<file path="src/rtl/cla.sv">
// cla: registered carry-lookahead adder, {Cout,Sum} = A+B+Cin one cycle after sampling
//   Parameters: WIDTH - operand/sum width, multiple of 4 in 4..32
//   Ports: clk   - rising-edge clock
//          rst_n - asynchronous active-low reset, clears all outputs
//          A, B  - WIDTH-bit operands
//          Cin   - carry-in
//          Sum   - registered WIDTH-bit sum
//          Cout  - registered carry-out of the top bit
//          Ovf   - registered signed overflow, only when CLA_OVF_EN is defined
//   Configuration macro: CLA_OVF_EN
module cla #(
  parameter int WIDTH = 4
) (
  input  logic             clk,
  input  logic             rst_n,
  input  logic [WIDTH-1:0] A,
  input  logic [WIDTH-1:0] B,
  input  logic             Cin,
  output logic [WIDTH-1:0] Sum,
  output logic             Cout
`ifdef CLA_OVF_EN
  ,
  output logic             Ovf
`endif
);
  localparam int NG = WIDTH / 4;
  if (WIDTH % 4 != 0 || WIDTH < 4 || WIDTH > 32) begin : g_bad_width
    $error("cla: WIDTH must be a multiple of 4 in 4..32");
  end
  logic [WIDTH-1:0] w_g, w_p, w_c, r_sum;
  logic [NG-1:0]    w_gg, w_gp;
  logic [NG:0]      w_gc;
  logic             w_acc, w_term, r_cout;
  assign w_g = A & B;
  assign w_p = A ^ B;
  // Intra-group carries are flat sum-of-products off the group carry-in.
  for (genvar k = 0; k < NG; k++) begin : g_grp
    localparam int L = 4 * k;
    assign w_c[L]   = w_gc[k];
    assign w_c[L+1] = w_g[L] | w_p[L] & w_gc[k];
    assign w_c[L+2] = w_g[L+1] | w_p[L+1] & w_g[L] | w_p[L+1] & w_p[L] & w_gc[k];
    assign w_c[L+3] = w_g[L+2] | w_p[L+2] & w_g[L+1] | w_p[L+2] & w_p[L+1] & w_g[L]
                    | w_p[L+2] & w_p[L+1] & w_p[L] & w_gc[k];
    assign w_gg[k]  = w_g[L+3] | w_p[L+3] & w_g[L+2] | w_p[L+3] & w_p[L+2] & w_g[L+1]
                    | w_p[L+3] & w_p[L+2] & w_p[L+1] & w_g[L];
    assign w_gp[k]  = &w_p[L+:4];
  end
  // Second level: each group carry-in is an OR of product terms over GG/GP/Cin,
  // so no carry ripples from one group into the next.
  always_comb begin
    w_gc   = '0;
    w_acc  = 1'b0;
    w_term = 1'b0;
    for (int k = 0; k <= NG; k++) begin
      w_acc = Cin;
      for (int j = 0; j < k; j++) w_acc = w_acc & w_gp[j];
      for (int j = 0; j < k; j++) begin
        w_term = w_gg[j];
        for (int m = j + 1; m < k; m++) w_term = w_term & w_gp[m];
        w_acc = w_acc | w_term;
      end
      w_gc[k] = w_acc;
    end
  end
  always_ff @(posedge clk or negedge rst_n) begin
    if (!rst_n) begin
      r_sum  <= '0;
      r_cout <= 1'b0;
    end else begin
      r_sum  <= w_p ^ w_c;
      r_cout <= w_gc[NG];
    end
  end
  assign Sum  = r_sum;
  assign Cout = r_cout;
`ifdef CLA_OVF_EN
  logic r_ovf;
  always_ff @(posedge clk or negedge rst_n) begin
    if (!rst_n) r_ovf <= 1'b0;
    else        r_ovf <= w_gc[NG] ^ w_c[WIDTH-1];
  end
  assign Ovf = r_ovf;
`endif
endmodule

</file>
<file path="config.mk">
export PLATFORM = sky130hd
export DESIGN_NAME = cla
export DESIGN_NICKNAME = d
export VERILOG_FILES = /design/src/rtl/cla.sv
export SDC_FILE = /design/constraint.sdc
export NUM_CORES = 1
export LEC_CHECK = 0
export ABC_AREA = 1
export CORE_AREA = 2 2 39 41
export DETAILED_ROUTE_END_ITERATION = 12
export DIE_AREA = 0 0 41 43
export PLACE_DENSITY = 0.57
export SYNTH_ARGS = -nofsm -noshare
export SYNTH_HDL_FRONTEND = slang
export SYNTH_SLANG_ARGS = --single-unit
</file>
<file path="constraint.sdc">
create_clock -name clk -period 0.8 [get_ports clk]
set_input_delay 0.24 -clock clk [delete_from_list [all_inputs] [get_ports clk]]
set_output_delay 0.24 -clock clk [all_outputs]
set_load 0.01 [all_outputs]
</file>
## Word-level counts from Yosys, hierarchy flattened

Index checks and enable logic that the tools add are counted.

- Bitwise logic cells: 28
- Reduce and logical (&&, ||, !) cells: 1

Operators with widths:

| kind | count |
|---|---|
| AND 1 bit | 15 |
| bitwise OR 1 bit | 10 |
| bitwise XOR 4 bit | 2 |
| AND 4 bit | 1 |
| AND reduction 4 bit | 1 |

- Register bits: 5
- Bits of input ports: 11
- Output and inout bits: 5
- Logic and storage cells: 31

## Longest topological paths before layout

Gate-level depths: netlist of run 1.

- Word-level depth: 6
- Gate-level depth with buffers: 7
- Gate-level depth less buffers: 7

## Worst setup path before layout of run 1

OpenSTA, ideal clock, no wires.

- Path kind: input to register
- Start point: input port A[2]
- End point: register r_sum[3], in the netlist Sum[3]
- Setup time: 117 ps
- Arrival time: 962 ps
- Data required time: 683 ps
- Slack: -278 ps
- Stages: 6
- Buffers on the path: 0
- Path through: ha_1 > or2_0 > nand2_1 > nand2_1 > nand2_1 > nand2_1

- Cells in the longest elaborated chain, start to end: 6
- Elaborated cells on any way between the ends: 11
- Classes of those cells: bitwise (11)

Ends and longest elaborated chain:

| element | line | source |
|---|---|---|
| start, declared | 16 | `input logic [WIDTH-1:0] A,` |
| bitwise XOR 4 bit | 35 | `assign w_p = A ^ B;` |
| AND 1 bit, on equally long branches | 42, 43 |  |
| bitwise OR 1 bit (tied with other cells) | 42 | `assign w_c[L+3] = w_g[L+2] \| w_p[L+2] & w_g[L+1] \| w_p[L+2] & w_p[L+1] & w_g[L]` |
| bitwise OR 1 bit or AND 1 bit (tied branches) | 42, 43 |  |
| bitwise OR 1 bit (*) | 43 | `\| w_p[L+2] & w_p[L+1] & w_p[L] & w_gc[k];` |
| bitwise XOR 4 bit (*) | 70 | `r_sum <= w_p ^ w_c;` |
| end signal, assigned | 70 |  |
| end, declared | 30 | `logic [WIDTH-1:0] w_g, w_p, w_c, r_sum;` |

Mark *: on every way between the ends. The rest lies on a longest branch, timed or not.

## Worst setup path in the final report of run 1

- Start point: register r_sum[0], in the netlist Sum[0]
- End point: output port Sum[0]

RTL lines:

| element | line | source |
|---|---|---|
| end, declared | 19 | `output logic [WIDTH-1:0] Sum,` |

No word-level cell between the ends.

==> results of run 1 <==
cell usage after synthesis:
library cell	count	area share (%)
nand2_2	1	2.0
nand3_1	4	6.4
nor2_1	1	1.2
nand2_1	8	9.6
ha_1	4	16
xnor2_1	1	2.8
nand4_1	2	4.0
inv_1	7	8.4
dfrtp_1	5	40
a21oi_1	1	1.6
fa_1	1	6.4
or2_0	1	2.0
registers in the layout, indices dropped and copies added, names as in the netlist:
name / count
Sum: 4
Cout: 1
worst max path at each step:
stage / start / end / slack (ns)
floorplan: A[2] / Sum[3]$_DFF_PN0_ / -0.17
global placement: Cin / Sum[0]$_DFF_PN0_ / -0.75
detailed placement: Cin / Sum[0]$_DFF_PN0_ / -0.77
CTS: Sum[0]$_DFF_PN0_ / Sum[0] / -0.17
global route: Sum[0]$_DFF_PN0_ / Sum[0] / -0.20
finish: Sum[0]$_DFF_PN0_ / Sum[0] / -0.16
final cells by class:
type / count / area (sq um)
Timing Repair Buffer: 20 / 171
Clock buffer: 4 / 26.3
Inverter: 7 / 36.3
Tap cell: 16 / 20.0
Sequential cell: 5 / 125
Fill cell: 138 / 751
Multi-Input combinational cell: 24 / 254
where the power goes:
part / internal, W / total, W / leakage, nW / switching (W)
logic: 0.000197 / 0.000360 / 0.235 / 0.000163
registers: 0.000293 / 0.000302 / 0.0593 / 0.00000839
clock network: 0.000188 / 0.000285 / 0.0150 / 0.0000968
total: 0.000679 / 0.000946 / 0.309 / 0.000268
metrics by stage:
stage / setup TNS (ns) / hold WS [ns] / util, % / instance area (sq um) / std cells
final: -0.822 / 0.214 / 45.8 / 633 / 76
after detailed placement: -4.79 / 0.475 / 40.1 / 554 / 70
after global placement: -4.72 / 0.472 / 40.1 / 554 / 70
after floorplan: -0.494 / -0.0556 / - / 362 / 36
after CTS: -0.892 / 0.217 / 42.9 / 593 / 76
after global routing: -1.06 / 0.214 / 45.8 / 633 / 76
per-layer routing:
metal | vias up | global-route usage [%] | share of wire [%]
li1 | 162 | - | -
met1 | 142 | 9.03 | 34
met2 | 13 | 13.8 | 55
met3 | 2 | 1.57 | 8.6
met4 | 0 | 10.0 | 2.6
met5 | - | 0 | 0
repair_timing:
action / 4_1_cts / 5_1_grt
endpoints found under the hold margin: 0 / 0
pin swaps: 10 / 8
endpoints found under the setup margin: 10 / 9
resized for setup: 62 / 11
buffers inserted: 2 / 0
hold buffers: 0 / 0
cell families (layout without fill, tap and decap cells):
kind of cell | after synthesis | in the layout | share of synthesized area [%]
buffers and inverters | 7 | 31 | 8.37
xor gates and xnor gates | 1 | 1 | 2.79
adders and majority gates | 5 | 5 | 22.3
and+or+nand+nor | 17 | 17 | 25.1
DFF | 5 | 5 | 39.8
AOI/OAI and AO/OA | 1 | 1 | 1.59
==> impl_results.md, run 1 <==
* Power density cells at 1490 nW/um^2
* Cell variety after synth at 12
* Critical path depth at 1
* Die outline height at 43 um
* CP max-delay cell: dfrtp_1
* Max incr delay on CP at 0.36 ns
* Sink Count at 5
* Setup ws final at -0.161 ns
* Worst path top cell family by delay: flip-flops
* Critical Path End Type: output pin
* Avg Cell Area, Syn at 8.72 sq um
* Buffers on Ports at 15
* Number of top-level pins at 16
* GRT Total Usage at 9.05%
* Vias per cell at 4.20
* CTS buffer count at 3
* CTS tree: done
* Syn Nets at 52
* Initial antenna violation count at 0
* Synthesis Warnings at 0
* CP Buf/Inv Count at 1
* Wire per inst at 8.76 um
* Core footprint at 1380 sq um
* Initial Utilization at 22.7%
* Global-route wire length before repair at 1050 um
* Routed Wire Length at 666 um
* Fin crit period at 0.961 ns
* Slew Limit Headroom at 85.8%
* CP Cell Sequence: buf_6
* Final #Nets at 77
* Most common cell after layout, fill and taps aside: nand2_1
* Gr ovfl total at 0
* Outcome: finished, violations left
* P_leak at 0.309 nW
* Fraction of layout cells with a size suffix above 1 at 56.7%
* Hold Crit Class: in -> async
* Worst-Margin Slew at 0.212 ns
* Final hold violations at 0
* Tot Pwr at 0.000946 W
* RePlAce Congestion at 0.754
* Initial drt markers at 0
* CTS root buffer: clkbuf_4
* Worst path arrival time at 0.72 ns
* Largest net degree at the start of global routing at 6
* Vias in the first global route at 296
* Crit start category: register
* Fin crit share at 120%
* Layout area overhead at 102%
* VDD IR-drop max at 441 uV
* Drc violations at 0
* Number of diodes at 0
* Max Fclk at 1.04 GHz
* Sequential cell area fraction in the yosys report at 39.8%
* Final ANT Viol Nets at 0
* Crit Path Max Fanout at 1
* Max cap viols at 0
* Syn Inst Count at 36
* Yosys reg bits at 5
* Unrepaired setup endpoints after global routing: yes
* CTS HTree Levels at 1
* DIE AREA at 1760 sq um
* Mapped Area at 314 sq um
* Setup Viol. Count Final at 6
* Place WS at -0.767 ns
* Violated checks: negative setup slack
* Row count at 14
* Detailed Place HPWL at 495 um
* Max Slew Vio Count at 0
* Clock transition at path regs at 0.04 ns
* CTS Buffer Depth at 2
* Commonest cells after routing, fill and taps aside: nand2_1, buf_2, buf_6
* Setup CP Type: reg -> out
* Die W at 41 um
* DR pass1 iterations at 1
* Vias after detailed routing at 319
* Required @ worst endpoint at 0.56 ns
(Power assumes the default switching activity.)
==> inputs of run 2 (changes only) <==
--- a/config.mk
+++ b/config.mk
@@ -10,6 +10,7 @@
 export DETAILED_ROUTE_END_ITERATION = 12
 export DIE_AREA = 0 0 41 43
 export PLACE_DENSITY = 0.57
+export SLEW_MARGIN = 40
 export SYNTH_ARGS = -nofsm -noshare
 export SYNTH_HDL_FRONTEND = slang
 export SYNTH_SLANG_ARGS = --single-unit
==> results of run 2 <==
The final DEF is identical to that of run 1; final timing and power are the same.
